`config.mk`:
```
export PLATFORM = sky130hd
export DESIGN_NAME = imm_seq_ctrl
export DESIGN_NICKNAME = d
export VERILOG_FILES = /design/src/rtl/imm_seq_ctrl.sv
export SDC_FILE = /design/constraint.sdc
export NUM_CORES = 1
export LEC_CHECK = 0
export ABC_AREA = 1
export ABC_CLOCK_PERIOD_IN_PS = 3500
export BUFFER_PORTS_ARGS = -buffer_cell sky130_fd_sc_hd__buf_2
export CORE_ASPECT_RATIO = 1.1
export CORE_UTILIZATION = 53
export DETAILED_ROUTE_END_ITERATION = 10
export GPL_TIMING_DRIVEN = 0
export HOLD_SLACK_MARGIN = 0.08
export PLACE_DENSITY_LB_ADDON = 0.3
export SYNTH_ARGS = -nofsm -noshare
export SYNTH_HDL_FRONTEND = slang
export SYNTH_SLANG_ARGS = --single-unit
```
`constraint.sdc`:
```
create_clock -name clk -period 3.5 [get_ports clk]
set_input_delay 0.35 -clock clk [delete_from_list [all_inputs] [get_ports clk]]
set_output_delay 0.35 -clock clk [all_outputs]
set_load 0.01 [all_outputs]
```
`src/rtl/imm_seq_ctrl.sv`:
```
// imm_seq_ctrl: sequencing controller for MIPS I-type immediate instructions.
// Accepts one instruction word in IDLE, decodes the opcode, steps through
// DECODE -> EXEC -> WB (or DECODE -> ERR for unsupported opcodes), and drives
// the extender, ALU and register-file controls. All outputs are registered and
// computed from the state being entered.
module imm_seq_ctrl (
   input  logic        clk,
   input  logic        rst_n,
   input  logic        instr_valid,
   input  logic [31:0] instr,
   input  logic        ovf_in,
   output logic        instr_ready,
   output logic        ext_sign,
   output logic [15:0] imm,
   output logic [4:0]  rs_addr,
   output logic [4:0]  rt_addr,
   output logic [3:0]  alu_op,
   output logic        alu_src,
   output logic        reg_write,
   output logic        done,
   output logic        illegal,
   output logic        ovf_exc,
   output logic [15:0] retired_cnt
);

   typedef enum logic [2:0] {
      IDLE   = 3'd0,
      DECODE = 3'd1,
      EXEC   = 3'd2,
      WB     = 3'd3,
      ERR    = 3'd4
   } state_t;

   localparam logic [5:0] OP_ADDI = 6'b001000;

   state_t state_reg;
   logic   legal_reg;    // latched opcode was in the supported map
   logic   is_addi_reg;  // latched opcode is ADDI (the only trapping add)

   // Opcode map: returns {supported, alu_op[3:0], ext_sign}.
   function automatic logic [5:0] decode_op(input logic [5:0] opc);
      logic [5:0] r;
      r = 6'b0;
      case (opc)
         6'b001000: r = {1'b1, 4'b0000, 1'b1}; // ADDI
         6'b001001: r = {1'b1, 4'b0000, 1'b1}; // ADDIU
         6'b001010: r = {1'b1, 4'b0001, 1'b1}; // SLTI
         6'b001011: r = {1'b1, 4'b0010, 1'b1}; // SLTIU
         6'b001100: r = {1'b1, 4'b0011, 1'b0}; // ANDI
         6'b001101: r = {1'b1, 4'b0100, 1'b0}; // ORI
         6'b001110: r = {1'b1, 4'b0101, 1'b0}; // XORI
         6'b001111: r = {1'b1, 4'b0110, 1'b0}; // LUI
         default:   r = 6'b0;
      endcase
      return r;
   endfunction

   logic [5:0] dec;
   assign dec = decode_op(instr[31:26]);

   // Controller FSM with registered outputs; field outputs hold while idle.
   always_ff @(posedge clk or negedge rst_n) begin
      if (!rst_n) begin
         state_reg   <= IDLE;
         legal_reg   <= 1'b0;
         is_addi_reg <= 1'b0;
         instr_ready <= 1'b1;
         ext_sign    <= 1'b0;
         imm         <= 16'h0000;
         rs_addr     <= 5'd0;
         rt_addr     <= 5'd0;
         alu_op      <= 4'd0;
         alu_src     <= 1'b0;
         reg_write   <= 1'b0;
         done        <= 1'b0;
         illegal     <= 1'b0;
         ovf_exc     <= 1'b0;
         retired_cnt <= 16'h0000;
      end else begin
         case (state_reg)
            IDLE: begin
               if (instr_valid) begin
                  // Latch the word and present decoded fields from DECODE on.
                  state_reg   <= DECODE;
                  instr_ready <= 1'b0;
                  legal_reg   <= dec[5];
                  is_addi_reg <= (instr[31:26] == OP_ADDI);
                  alu_op      <= dec[4:1];
                  ext_sign    <= dec[0];
                  imm         <= instr[15:0];
                  rs_addr     <= instr[25:21];
                  rt_addr     <= instr[20:16];
               end
            end
            DECODE: begin
               if (legal_reg) begin
                  state_reg <= EXEC;
                  alu_src   <= 1'b1;
               end else begin
                  state_reg <= ERR;
                  illegal   <= 1'b1;
               end
            end
            EXEC: begin
               // ovf_in is captured on this edge and acts only for ADDI.
               state_reg   <= WB;
               done        <= 1'b1;
               ovf_exc     <= is_addi_reg & ovf_in;
               reg_write   <= (rt_addr != 5'd0) && !(is_addi_reg && ovf_in);
               retired_cnt <= retired_cnt + 16'd1;
            end
            WB: begin
               state_reg   <= IDLE;
               instr_ready <= 1'b1;
               alu_src     <= 1'b0;
               done        <= 1'b0;
               ovf_exc     <= 1'b0;
               reg_write   <= 1'b0;
            end
            ERR: begin
               state_reg   <= IDLE;
               instr_ready <= 1'b1;
               illegal     <= 1'b0;
            end
            default: begin
               state_reg   <= IDLE;
               instr_ready <= 1'b1;
               alu_src     <= 1'b0;
               done        <= 1'b0;
               ovf_exc     <= 1'b0;
               reg_write   <= 1'b0;
               illegal     <= 1'b0;
            end
         endcase
      end
   end

endmodule

```
Word-level counts from Yosys, hierarchy flattened
Memory sizes are Yosys's and may differ from the RTL's.
Cells that the tools add are included.
{"block": "word_totals", "memories": 1, "romBits": 80, "reg_bits": 58, "in_bits": 36, "output_inout_bits": 53, "wordCells": 56}
{"block": "classes", "bitwise_logic": 4, "muxes": 13, "reduce_logical": 14, "addsub": 1, "eq_ne": 8}
{"name": "(no name shown)", "words": 16, "word_bits": 5, "rd": 1, "rd_clocked_by_memory_dff": 0, "write_ports": 0, "line": "44", "text": "case (opc)"}
{"operator": "adder 16 x 1 -> 16 bit (second input constant)", "count": 1}
{"operator": "case mux 1 bit (2 select lines)", "count": 6}
{"operator": "case mux 3 bit (3 select lines)", "count": 1}
{"operator": "OR reduction 3 bit", "count": 3}
{"operator": "AND reduction 2 bit", "count": 4}
{"operator": "== test 3 x 2 -> 1 bit (second input constant)", "count": 2}
{"operator": "== test 6 x 4 -> 1 bit (second input constant)", "count": 1}
{"operator": "2-to-1 mux 3 bit", "count": 2}
{"operator": "2-to-1 mux 6 bit", "count": 1}
{"operator": "!= test 2 bit (second input constant)", "count": 3}
{"operator": "nonzero test 5 bit", "count": 1}
{"operator": "== test 3 x 1 -> 1 bit (second input constant)", "count": 1}
{"operator": "== test 3 bit (second input constant)", "count": 1}
{"operator": "zero test 3 bit", "count": 1}
{"operator": "2-to-1 mux 1 bit", "count": 3}
{"operator": "NOT 1 bit", "count": 3}
{"operator": "logical AND 1 bit", "count": 2}
{"operator": "zero test 2 bit", "count": 1}
{"operator": "OR reduction 2 bit", "count": 1}
{"operator": "AND 1 bit", "count": 1}
{"operator": "zero test 1 bit", "count": 1}

Logic depth before layout (Yosys ltp)
{"block": "logic_depth", "depth_word": 4, "mapped_depth": 9, "depth_no_buf": 9}

Least setup slack after synthesis
No wires, ideal clock.
{"block": "synth_timing", "path_type": "reg2reg", "start": "register retired_cnt[0]", "end": "register retired_cnt[12]", "path_buffers": 0, "stages_incl_launch_ff": 9, "required_ns": 3.377, "arrival_time_ns": 1.153, "path_slack_ns": 2.224, "setup_ns": 0.123, "synth_period_minus_slack_ns": 1.276, "path_cell_list": "dfrtp_1 -> ha_1 -> nand2_1 -> inv_1 -> nand2_1 -> nor2_2 -> nand2_1 -> o21ai_0 -> nand2_1"}
{"block": "synth_via", "elab_chain_len": 1}
{"item": "start: declaration", "line": "23", "text": "output logic [15:0] retired_cnt"}
{"item": "start signal: assignment", "line": "110", "text": "retired_cnt <= retired_cnt + 16'd1;"}
{"item": "adder 16 x 1 -> 16 bit", "line": "110"}
No other way between the ends.
A chain may end at the register's enable or synchronous reset.

Worst setup path in the final report
{"block": "layout_timing", "start": "register state_reg[2]", "end": "register retired_cnt[12]"}
{"block": "layout_via", "elab_chain_len": 1}
{"item": "start: declaration", "line": "36", "text": "state_t state_reg;"}
{"item": "start signal: assignment", "line": "64", "text": "state_reg <= IDLE;"}
{"item": "start signal: assignment", "line": "84", "text": "state_reg <= DECODE;"}
{"item": "start signal: assignment", "line": "97", "text": "state_reg <= EXEC;"}
{"item": "== test 3 x 2 -> 1 bit", "line": "80", "text": "case (state_reg)"}
No other way between the ends.

==> impl_metrics.ini <==
[flow_run]
cap_viol_max_count = 0

[floorplanning]
initial_core_util = 0.549
coreArea_um2 = 4620
die_height_um = 74.6
io_pins = 89
core.rowCount = 26
die_area_um2 = 5070
die_w_um = 68.0

[detailed_routing]
ant_nets = 0
drt_iter0_markers = 99
dr_total_vias = 2215
drt-total-wl_um = 5380
wl_per_cell_um = 11.7
drc = 0
firstDrtPassIters = 4
avgViaCountPerCell = 4.84

[clocking]
clockBufferDepth = 2
cts.sinks = 57
hold_buffers = 0
clk_latency_ps = 330
clk_pin_slew_ps = 70
cts_resized = 0
post_cts_buffers = 0
tritoncts.num_buffers = 9
ctsHtreeMaxLevel = 3
tritoncts = yes
root_buffer = clkbuf_8

[setup_path]
cp.arrival_ps = 1640
end_kind = flop
critPathRequiredTime_ps = 3710
critPathKind = reg -> reg
start_kind = flop
critical_path.max_fanout = 9

[layout]
final_common_cell = nand2_1
layout.nets = 439
diodes = 0
synthToLayoutAreaGrowth_pct = 27.8
stdcell_count = 458
drive_gt1_frac = 0.284
n_fill_cell = 387
top_regs = imm: 16 flops, retired_cnt: 16 flops
mostFrequentLayoutCells = nand2_1, buf_2, dfrtp_1
finalInstanceArea_um2 = 3240

[placement]
dpl.hpwl_um = 3890
postPlaceCellArea_um2 = 3040
place_congestion = 0.791
port_buffers = 87
dp.cells = 443

[synthesis]
synth.cell_area_um2 = 2540
syn_avg_cell_area_um2 = 8.46
yosys_warnings = 0
syn_inst = 300
yosysUniqueCellTypes = 25
synth_fp_nets = 341
ys_seq_area_frac = 0.563
ys_ff_latch = 57

[sta]
grt_setup_unrepaired = no
finalCritPeriodShare = 0.409
slew_violations = 0
hold_viol_final = 0
finClkSkew_ps = 8.45
max_freq_mhz = 699
setup-violations-final = 0
finalSetupTns_ps = 0
relSlewSlack = 0.530
fin_crit_ps = 1430
tightestPinTransition_ps = 705

[global_routing]
grt_overflow_total = 0
grt_util_met3 = 0.0567
grt_max_degree = 58
grt_pass1_wl_um = 8830
grt-busiest-layer = met2
gr-usage-met1 = 0.289
first_global_vias = 2027
antenna_found_initial = 0
grt_usage = 0.235
met2_usage = 0.392

[outcome]
status = completed

[power]
powerDensity_nw_per_um2 = 754
vdd_ir_drop_max_mv = 0.377
p_total_w = 0.00244
leakagePower_nw = 1.90

[hold_path]
hp-class = in -> async
## area by class of cell
type / instances / area [um2] / share of cell area
inverter: 32 / 120 / 0.0371
clock inverter: 2 / 37.5 / 0.0116
clock buffer: 13 / 159 / 0.0490
buffer: 8 / 55.1 / 0.0170
multi-input combinational: 203 / 935 / 0.288
tap: 56 / 70.1 / 0.0216
sequential: 57 / 1430 / 0.440
timing repair buffer: 87 / 438 / 0.135
## Yosys cell counts (all sizes together)
master | number | area share
buf | 5 | 0.017
conb | 1 | 0.0015
clkbuf | 3 | 0.0049
dfstp | 1 | 0.010
nor2 | 18 | 0.033
o21ai | 17 | 0.034
a21oi | 1 | 0.0020
nand4 | 5 | 0.012
inv | 32 | 0.047
nand2 | 131 | 0.20
dfrtp | 56 | 0.55
nand3 | 12 | 0.026
o22ai | 1 | 0.0025
xnor2 | 6 | 0.021
nor3 | 3 | 0.0059
xor2 | 3 | 0.010
ha | 5 | 0.025
## cell families after synthesis
kind of cell               after synthesis  synth area share
and+or+nand+nor                        169             0.273
DFF                                     57             0.563
buffers and inverters                   40            0.0690
AOI/OAI and AO/OA                       19            0.0380
xor gates and xnor gates                 9            0.0311
adders and majority gates                5            0.0247
other                                    1           0.00148
## through the flow
step | utilization | setup WS [ps] | hold WS (ps)
finish | 0.702 | 2070 | 68.5
global route | 0.702 | 1890 | 122
CTS | 0.701 | 2060 | 203
detailed placement | 0.659 | 2010 | 459
global placement | 0.659 | 2030 | 457
floorplan | - | 2220 | 54.4
## power breakdown
part / internal (W) / leakage (nW) / switching (W)
clock network: 0.000364 / 0.0957 / 0.000249
registers: 0.000879 / 0.738 / 0.000134
logic: 0.000325 / 1.07 / 0.000494
total: 0.00157 / 1.90 / 0.000876
## critical path, cell delays in order, from the launching register on
cell and delay [ps]:
dfrtp_1 440, nor2_4 220, nand2_4 140, nor2_2 170, nand2_1 120, o21ai_0 160
nand2_1 70
## final timing paths
path | from | to | slack (ps) | depth (start not counted)
min in group clk | instr[4] | imm[4]$_DFFE_PN0P_ | 210 | 3
max in group asynchronous | rst_n | retired_cnt[11]$_DFFE_PN0N_ | 2960 | 1
worst max-delay path | state_reg[2]$_DFFE_PN0P_ | retired_cnt[12]$_DFFE_PN0N_ | 2070 | 6
worst min register to register | imm[3]$_DFFE_PN0P_ | imm[3]$_DFFE_PN0P_ | 470 | 2
worst max register to register | state_reg[2]$_DFFE_PN0P_ | retired_cnt[12]$_DFFE_PN0N_ | 2070 | 6
worst min-delay path | rst_n | rs_addr[0]$_DFFE_PN0P_ | 70 | 1
## layer usage
layer / vias up / share of wire
li1: 1117 / -
met3: 7 / 0.048
met2: 60 / 0.50
met4: 0 / 0.012
met5: - / 0
met1: 1031 / 0.44
No activity file was read; power rests on OpenSTA's default activity.
